===== src/rtl/pingpong_transpose.sv =====
// -----------------------------------------------------------------------------
// pingpong_transpose
//
// Double-buffered N x N block transposer. Rows arrive one per beat and fill one
// bank. Meanwhile the other bank is read out one column per beat, or one row per
// beat when the block was written in pass-through mode. The two banks swap
// roles when a block is complete, so writing and reading can overlap fully.
//
// Handshake (both sides): a beat transfers on a rising edge where valid and
// ready are both high. A source holds its data stable while valid && !ready.
// o_ready and o_valid are decoded from registers only and never depend on the
// i_valid or i_ready of the same cycle.
//
// Ports
//   i_clk    : clock, all state on the rising edge
//   i_rst    : asynchronous active-high reset
//   i_valid  : input row beat present
//   o_ready  : a row can be accepted (write bank not full)
//   i_mode   : 0 = transpose, 1 = pass-through; sampled on row 0 only
//   i_data   : input row, lane c at [c*DW +: DW]
//   o_valid  : output beat present (read bank full)
//   i_ready  : downstream accepts the output beat
//   o_data   : output beat, lane k at [k*DW +: DW]; zero while o_valid is low
//   o_last   : final beat (index N-1) of a block
// -----------------------------------------------------------------------------
module pingpong_transpose #(
  parameter int DW = 12,
  parameter int N  = 8
) (
  input  logic            i_clk,
  input  logic            i_rst,
  input  logic            i_valid,
  output logic            o_ready,
  input  logic            i_mode,
  input  logic [N*DW-1:0] i_data,
  output logic            o_valid,
  input  logic            i_ready,
  output logic [N*DW-1:0] o_data,
  output logic            o_last
);

  localparam int RW = $clog2(N);
  localparam logic [RW-1:0] LAST_IDX = RW'(N - 1);

  // Each bank is stored as N packed rows so a whole input row is one write.
  logic [N*DW-1:0] mem_q [2][N];

  logic          wr_bank_q, wr_bank_d;
  logic          rd_bank_q, rd_bank_d;
  logic [RW-1:0] wr_row_q, wr_row_d;
  logic [RW-1:0] rd_col_q, rd_col_d;
  logic [1:0]    full_q, full_d;
  logic [1:0]    mode_q, mode_d;

  logic accept;
  logic fire;
  logic wr_last;
  logic rd_last;
  logic set_full;
  logic clr_full;

  assign o_ready = !full_q[wr_bank_q];
  assign o_valid = full_q[rd_bank_q];

  assign accept   = i_valid && o_ready;
  assign fire     = o_valid && i_ready;
  assign wr_last  = (wr_row_q == LAST_IDX);
  assign rd_last  = (rd_col_q == LAST_IDX);
  assign set_full = accept && wr_last;
  assign clr_full = fire && rd_last;

  // ---------------------------------------------------------------------------
  // Next-state logic for the write and read pointers and the bank flags.
  // ---------------------------------------------------------------------------
  always_comb begin
    wr_bank_d = wr_bank_q;
    wr_row_d  = wr_row_q;
    rd_bank_d = rd_bank_q;
    rd_col_d  = rd_col_q;
    full_d    = full_q;
    mode_d    = mode_q;

    if (accept) begin
      if (wr_row_q == '0) begin
        mode_d[wr_bank_q] = i_mode;
      end
      if (wr_last) begin
        wr_row_d  = '0;
        wr_bank_d = ~wr_bank_q;
      end else begin
        wr_row_d = wr_row_q + RW'(1);
      end
    end

    if (fire) begin
      if (rd_last) begin
        rd_col_d  = '0;
        rd_bank_d = ~rd_bank_q;
      end else begin
        rd_col_d = rd_col_q + RW'(1);
      end
    end

    // Clear first, then set: the two always address different banks, so
    // both updates land on the same edge.
    if (clr_full) begin
      full_d[rd_bank_q] = 1'b0;
    end
    if (set_full) begin
      full_d[wr_bank_q] = 1'b1;
    end
  end

  always_ff @(posedge i_clk or posedge i_rst) begin
    if (i_rst) begin
      wr_bank_q <= 1'b0;
      wr_row_q  <= '0;
      rd_bank_q <= 1'b0;
      rd_col_q  <= '0;
      full_q    <= '0;
      mode_q    <= '0;
    end else begin
      wr_bank_q <= wr_bank_d;
      wr_row_q  <= wr_row_d;
      rd_bank_q <= rd_bank_d;
      rd_col_q  <= rd_col_d;
      full_q    <= full_d;
      mode_q    <= mode_d;
    end
  end

  // ---------------------------------------------------------------------------
  // Storage. A row can only be written into a bank that is not full, so the
  // read side never sees its bank change underneath it.
  // ---------------------------------------------------------------------------
  always_ff @(posedge i_clk or posedge i_rst) begin
    if (i_rst) begin
      for (int b = 0; b < 2; b++) begin
        for (int r = 0; r < N; r++) begin
          mem_q[b][r] <= '0;
        end
      end
    end else if (accept) begin
      mem_q[wr_bank_q][wr_row_q] <= i_data;
    end
  end

  // ---------------------------------------------------------------------------
  // Read mux. Transpose: lane k is column rd_col of row k.
  // Pass-through: lane k is lane k of row rd_col.
  // ---------------------------------------------------------------------------
  logic [N*DW-1:0] rd_word;

  for (genvar k = 0; k < N; k++) begin : g_lane
    logic [DW-1:0] lane_t;
    logic [DW-1:0] lane_p;
    assign lane_t = mem_q[rd_bank_q][k][rd_col_q*DW +: DW];
    assign lane_p = mem_q[rd_bank_q][rd_col_q][k*DW +: DW];
    assign rd_word[k*DW +: DW] = mode_q[rd_bank_q] ? lane_p : lane_t;
  end

  assign o_data = o_valid ? rd_word : '0;
  assign o_last = o_valid && rd_last;

  // A bank cannot be both written-complete and drained on the same edge:
  // writing needs it empty, draining needs it full.
  a_no_same_bank_set_clr : assert property (
    @(posedge i_clk) disable iff (i_rst)
      !(set_full && clr_full && (wr_bank_q == rd_bank_q))
  );

endmodule

===== config.mk =====
export PLATFORM = sky130hd
export DESIGN_NAME = pingpong_transpose
export DESIGN_NICKNAME = d
export VERILOG_FILES = /design/src/rtl/pingpong_transpose.sv
export SDC_FILE = /design/constraint.sdc
export NUM_CORES = 2
export LEC_CHECK = 0
export CORE_AREA = 2 2 485 487
export DETAILED_ROUTE_END_ITERATION = 16
export DIE_AREA = 0 0 487 489
export PLACE_DENSITY = 0.57
export SLEW_MARGIN = 10
export SYNTH_ARGS = -nofsm -noshare
export SYNTH_HDL_FRONTEND = slang
export SYNTH_SLANG_ARGS = --single-unit

===== constraint.sdc =====
create_clock -name i_clk -period 168.3 [get_ports i_clk]
set_clock_uncertainty 0.2 [all_clocks]
set_input_delay 33.66 -clock i_clk [delete_from_list [all_inputs] [get_ports i_clk]]
set_output_delay 33.66 -clock i_clk [all_outputs]
set_load 0.02 [all_outputs]

==> results.md <==
- Status: finished, final reports clean
- Initial antenna violation count: 51
- Worst hold slack: 286 ps
- Distinct cells, synth: 73
- EDFF count, synth: 0
- Peak supply drop: 13.6 uV
- HPWL after DPL: 191000 um
- CP most frequent cell: buf_4
- Buf/Inv on CP: 5
- # nets final: 5832
- Syn_nets: 5883
- Die footprint: 0.238 sq mm
- Synth Warn #: 0
- Clk sinks: 1548
- Post-synthesis mux area share: 39.5%
- Tot GR Track Use: 24.6%
- Leak pwr: 38.2 nW
- Drt pass-1 iters: 5
- IO buf count: 199
- Routed Antenna Nets: 0
- Vias in the first global route: 54568
- Place WS: 128160 ps
- RSZ-0062 raised after global routing: no
- CP delay by family, top: buffers and inverters
- Ys flop type: dfrtp_1
- Xor/xnor share of the synthesized area: 0%
- Fmax: 0.0244 GHz
- TNS Setup: 0 ps
- DRT iter0 DRCs: 5254
- Final setup vio count: 0
- CTS H-Tree Depth: 4
- Routed WL per cell: 33.0 um
- Congestion Overflow GR: 0
- Gpl congestion: 0.860
- CTS tree: built
- Row Count: 178
- Post-synthesis simple-gate area fraction: 2.95%
- CP required: 134440 ps
- Ports: 200
- Relative slew slack: 12.9%
- Final Hold Fails: 0
- Kind of critical path: flip-flop to primary output
- Crit-path cells: buf_12 -> buf_4 -> buf_4 -> buf_4 -> mux2i_1 -> a221oi_1 -> a32oi_1 -> o22ai_1 -> clkdlybuf4s50_1
- Hold-fix buffers at CTS: 0
- Via-per-instance ratio: 6.06
- Setup bufs post-CTS: 0
- Tcrit/Tclk final: 24.3%
- First-pass GRT wire length: 424000 um
- Clock tree buffer depth: 3
- CP arrival: 7120 ps
- Pwr per Cell Area: 22.4 mW/mm^2
- Core Footprint: 0.234 sq mm
- Post-Route M1 WL: 127000 um
- Routed met2 length: 132000 um
- Layout Cells excl Fill: 8945
- Largest net degree at the start of global routing: 169
- Post-CTS resize count: 0
- Max cap viols: 0
- Clk Latency, worst-skew pair: 850 ps
- Synth Area in Adders: 0.0771%
- DR top layer: met5
- CP max FO: 106
- Worst-Margin Slew: 1300 ps
- Avg Inst Size Synth: 14.1 sq um
- Area Growth Syn to Fin: 12.0%
- Critical path's slowest cell: a221oi_1
- Drt drc: 0
- Final Util: 38.9%
- Ys async rst share: 100%
- Vias: 54226
- CTS clk-pin slew, worst paths: 60 ps
- Final wirelength: 296000 um
- Minimum clock period after layout: 40980 ps
- Root Driver: clkbuf_16
- Hold crit path type: flip-flop to flip-flop
- CP endpoint kind: primary output
- Compound-gate portion of the synthesized area: 5.80%
- Cells after Synth: 5777
- Initial core utilization: 34.7%
- Mapped Area: 0.0812 sq mm
- CTS buffer count: 169
- Layout cells sized above 1: 43.1%
- Placed insts: 8615
- Largest stage delay, worst path: 1000 ps
- Die Span X: 487 um
- Post-synthesis sequential area ratio: 47.7%
- Worst setup margin: 127320 ps
- Chip height: 489 um
- Routed length on met3: 23200 um
- Worst setup SP type: flip-flop
- Largest family of logic cells by synthesized area: multiplexers
- Post-synthesis register bit count: 1548
- Slew Limit Fails: 0
-- final cells by class --
type                    count  area (sq um)
repair buffers            336          3180
diodes                     22          55.1
flip-flops and latches   1548         38800
fillers                 21725        143000
multi-input cells        3664         39400
inverters                   7          41.3
clock buffers             268          5120
clock inverters            40           472
well taps                3060          3830
-- stage by stage --
step | area, sq um | total power (W)
after global placement | 85200 | 0.00164
after CTS | 90800 | 0.00204
after detailed placement | 85200 | 0.00166
after floorplan | 81200 | 0.00129
final | 90900 | 0.00204
after global routing | 90900 | 0.00213
-- worst paths after layout --
path	startpoint	end	slack (ps)	cells past startpoint
max	rd_bank_q	o_data[27]	127320	9
min	mem_q[130]	mem_q[130]	290	1
max reg2reg	full_q[0]	mem_q[1044]	164280	7
min reg2reg	mem_q[130]	mem_q[130]	290	1
max in group asynchronous	i_rst	mem_q[1278]	130810	6
min in group asynchronous	i_rst	mem_q[183]	33140	2
-- worst reg2reg max path, stage by stage (launching register included) --
cell	delay, ps
dfrtp_1	630
nor2_1	100
nand2_1	230
nor2_1	180
nand2_4	80
buf_4	850
buf_4	1080
mux2_2	540
-- Yosys cell counts, types with 7 or more instances --
library cell / number / area share (%)
mux2_2: 1617 / 22
dfrtp_1: 1548 / 48
mux4_2: 440 / 12
mux2i_1: 367 / 4.5
buf_2: 201 / 1.2
nand2_1: 175 / 0.81
nor2_1: 153 / 0.71
clkbuf_1: 147 / 0.68
a21oi_1: 139 / 0.86
o21ai_0: 104 / 0.64
buf_4: 100 / 0.92
o22ai_1: 73 / 0.56
buf_6: 62 / 0.86
a22oi_1: 50 / 0.46
o211ai_1: 50 / 0.46
a211oi_1: 49 / 0.45
buf_1: 46 / 0.21
nand3_1: 45 / 0.28
o221ai_1: 40 / 0.43
nor2b_1: 35 / 0.27
a221oi_1: 29 / 0.31
nor3_1: 26 / 0.16
a21o_1: 20 / 0.18
a2111oi_0: 19 / 0.20
mux2_1: 19 / 0.26
a31oi_1: 18 / 0.14
nand2b_1: 15 / 0.12
or3_1: 15 / 0.12
or2_2: 11 / 0.085
and2_1: 10 / 0.077
a221o_1: 9 / 0.11
and3_1: 9 / 0.069
nand4_1: 9 / 0.069
a22o_1: 8 / 0.086
o311ai_0: 8 / 0.086
nor4_1: 7 / 0.054
o2111ai_1: 7 / 0.076
o31ai_1: 7 / 0.065
-- state kept, by name, summed over array words and instances, names as in the netlist --
| register | cells |
|---|---|
| mem_q | 1536 |
| rd_col_q | 3 |
| wr_row_q | 3 |
| full_q | 2 |
| mode_q | 2 |
| rd_bank_q | 1 |
| wr_bank_q | 1 |
-- layout by cell type (no fill, tap or decap), types with 14 or more instances in the layout --
master / instances
nand3_1: 43
a21o_1: 19
mux4_2: 440
o211ai_1: 50
clkdlybuf4s50_1: 199
a31oi_1: 18
clkbuf_8: 52
o221ai_1: 40
mux2_2: 1617
nor2_1: 147
nor3_1: 24
clkbuf_16: 169
o21ai_0: 104
a22oi_1: 50
nor2b_1: 33
clkbuf_1: 47
mux2_1: 19
a211oi_1: 49
mux2i_1: 367
a221oi_1: 29
o22ai_1: 73
a21oi_1: 139
a2111oi_0: 14
buf_4: 124
clkinv_2: 22
or3_1: 15
dfrtp_1: 1544
diode_2: 22
nand2_1: 162
-- kinds of logic after synthesis --
group	count (synthesis)
mux	2446
flops	1548
compound gates	690
buf+inv	565
simple gates	523
fa+ha+maj	5
-- metal layers --
layer	track usage (%)	vias up
li1	-	21889
met1	34.5	29577
met2	36.9	2236
met3	5.22	490
met4	10.5	34
met5	0	-
-- power by group --
part	leakage, nW	switching (W)	total, W	internal, W
Clock	2.76	0.000163	0.000376	0.000213
Combinational	15.8	0.000547	0.000999	0.000452
Sequential	19.7	0.000121	0.000662	0.000541
Total	38.2	0.000830	0.00204	0.00121
(Power assumes the default switching activity.)
==> patch: new RTL, config.mk and constraints unchanged <==
The parameter `DW` goes from 12 to 14.
--- a/src/rtl/pingpong_transpose.sv
+++ b/src/rtl/pingpong_transpose.sv
@@ -25,5 +25,5 @@
 // -----------------------------------------------------------------------------
 module pingpong_transpose #(
-  parameter int DW = 12,
+  parameter int DW = 14,
   parameter int N  = 8
 ) (
Interface: changed (resized i_data and o_data); port bits go from 200 to 232. The function was not compared with the original's and may differ.
==> patch against the unedited design <==
Sequential power up 16%; sequential share of layout area up 0.073 points; hold slack better by 0.0082 ns; critical path type unchanged; power up 18%; area after synthesis grew 16%; worst setup slack got worse by 0.97 ns; fmax fell by 2.3%; sequential cell count rose by 256; critical endpoint is now o_data[77]; global-route usage up 6.5 points; first-iteration DRC count increased by 23%; utilization up 6.4 points; cell area increased by 16%; combinational power is 17% higher; routed wire length is 26% higher.
==> patch: results (changes against the unedited design) <==
Synthesis
Commonest cells in the netlist: sky130_fd_sc_hd__mux2_2 (1916), sky130_fd_sc_hd__dfrtp_1 (1804), sky130_fd_sc_hd__mux4_2 (494), sky130_fd_sc_hd__mux2i_1 (411), sky130_fd_sc_hd__clkbuf_1 (292) (was sky130_fd_sc_hd__mux2_2 (1617), sky130_fd_sc_hd__dfrtp_1 (1548), sky130_fd_sc_hd__mux4_2 (440), sky130_fd_sc_hd__mux2i_1 (367), sky130_fd_sc_hd__buf_2 (201)). The share of the synthesized area in compound gates (AO/OA/AOI/OAI) is 5.914% (was 5.796%). The number of distinct library cell variants in the gate-level netlist after synthesis is 70 (was 73). The instance count of the mapped netlist came to 6774 (was 5777). Cell types with the largest area share after synthesis: sky130_fd_sc_hd__dfrtp_1 (48%), sky130_fd_sc_hd__mux2_2 (23%), sky130_fd_sc_hd__mux4_2 (12%) (was sky130_fd_sc_hd__dfrtp_1 (48%), sky130_fd_sc_hd__mux2_2 (22%), sky130_fd_sc_hd__mux4_2 (12%)). The synthesized net count is 6896 (was 5883).

The portion of the post-synthesis area used by sequential elements is 47.92% (was 47.72%). The multiplexer area fraction after synthesis was 39.34% (was 39.48%).

GRT
The met2 routing resource usage after global routing is 47.44% (was 36.88%). The initial antenna violation count was 70 (was 51). The overall track demand over capacity in global routing is 31.07% (was 24.61%). The global-route wire length before repair is 522.5 mm (was 423.8 mm). The number of global-route vias before repair is 64.58k (was 54.57k). The global-route met3 utilization is 7.640% (was 5.221%).

The pin count of the biggest net entering global routing is 163 (was 169).

Worst hold path
The startpoint of the worst hold path is mem_q[685]$_DFFE_PP0P_ (was mem_q[130]$_DFFE_PP0P_). The endpoint with the worst hold slack is mem_q[685]$_DFFE_PP0P_ (was mem_q[130]$_DFFE_PP0P_).

Layout
Largest registers ranked by flip-flop count: mem_q (1792), rd_col_q (3), wr_row_q (3) (was mem_q (1536), rd_col_q (3), wr_row_q (3)). The layout cell share with drive strength beyond 1 is 43.54% (was 43.07%).

Worst setup path
The setup slack of the worst register-to-register path is 164.03 ns (was 164.28 ns). The endpoint of the worst register-to-register path is mem_q[1594]$_DFFE_PP0P_ (was mem_q[1044]$_DFFE_PP0P_). The maximum fanout count along the critical path is 56 (was 106).

Detailed routing
The routed length per instance is 37.33 um (was 33.04 um). The violation count after the first detailed-routing iteration is 6458 (was 5254). The first-pass detailed-route iteration total is 6 (was 5). The detailed-route via count came to 64.43k (was 54.23k).

Outcome
Outcome: finished, final reports clean (unchanged).

Power and ir drop
The maximum resistive drop on vdd was 0.01446 mV (was 0.01355 mV). The reported leakage power came to 0.04444 uW (was 0.03819 uW). The internal power component is 1410 uW (was 1206 uW).

Placed design
The half-perimeter wire length after placement was 246.4 mm (was 191.3 mm). The global placement routability congestion is 0.8856 (was 0.8601). The number of cells in the design after placement was 9592 (was 8615).

Clock tree
The total CTS buffers is 201 (was 169).
patch: cells by family (layout without fill, tap and decap cells):
family	Yosys count	in the layout
AOI/OAI and AO/OA	804	804
adders and majority gates	5	5
buffers and inverters	673	798
DFF	1804	1804
muxes	2841	2841
other	0	32
and+or+nand+nor	647	647
patch: power groups by stage:
| stage | registers, uW | logic, uW | clock network (uW) |
|---|---|---|---|
| after floorplan | 725 | 742 | 0 |
| after global placement | 760 | 1150 | 0 |
| after detailed placement | 770 | 1160 | 0 |
| after CTS | 763 | 1170 | 463 |
| after global routing | 790 | 1220 | 482 |
| final | 767 | 1170 | 457 |
patch: layer usage:
metal	vias up	share of wire, %
met4	34	6.2
li1	25750	-
met1	35230	40
met5	-	0.054
met3	743	8.0
met2	2674	45
patch: how the worst max path moves through the flow:
stage | end | from
2_1_floorplan | full_q[0]$_DFF_PP0_ | i_rst
3_3_place_gp | o_data[16] | rd_bank_q$_DFFE_PP0N_
3_5_place_dp | o_data[77] | rd_bank_q$_DFFE_PP0N_
4_1_cts | o_data[77] | rd_bank_q$_DFFE_PP0N_
5_1_grt | o_data[77] | rd_bank_q$_DFFE_PP0N_
6_report | o_data[77] | rd_bank_q$_DFFE_PP0N_
patch: stage by stage:
stage,setup WS [ns],total power [uW],hold WS (ns),cell area (um2)
floorplan,83.51,1467,0.2585,94220
global placement,127.09,1909,0.2683,98850
detailed placement,127.35,1932,0.2753,98870
CTS,126.41,2392,0.2952,105700
global route,126.26,2488,0.3051,105700
finish,126.35,2398,0.2946,105700
patch: layout make-up:
cell class,instances,area [um2]
diodes,32,80.08
clock buffers,298,5897
clock inverters,68,887.1
fillers,20790,127900
inverters,10,55.05
multi-input cells,4297,45950
flip-flops and latches,1804,45160
well taps,3060,3829
repair buffers,422,3887
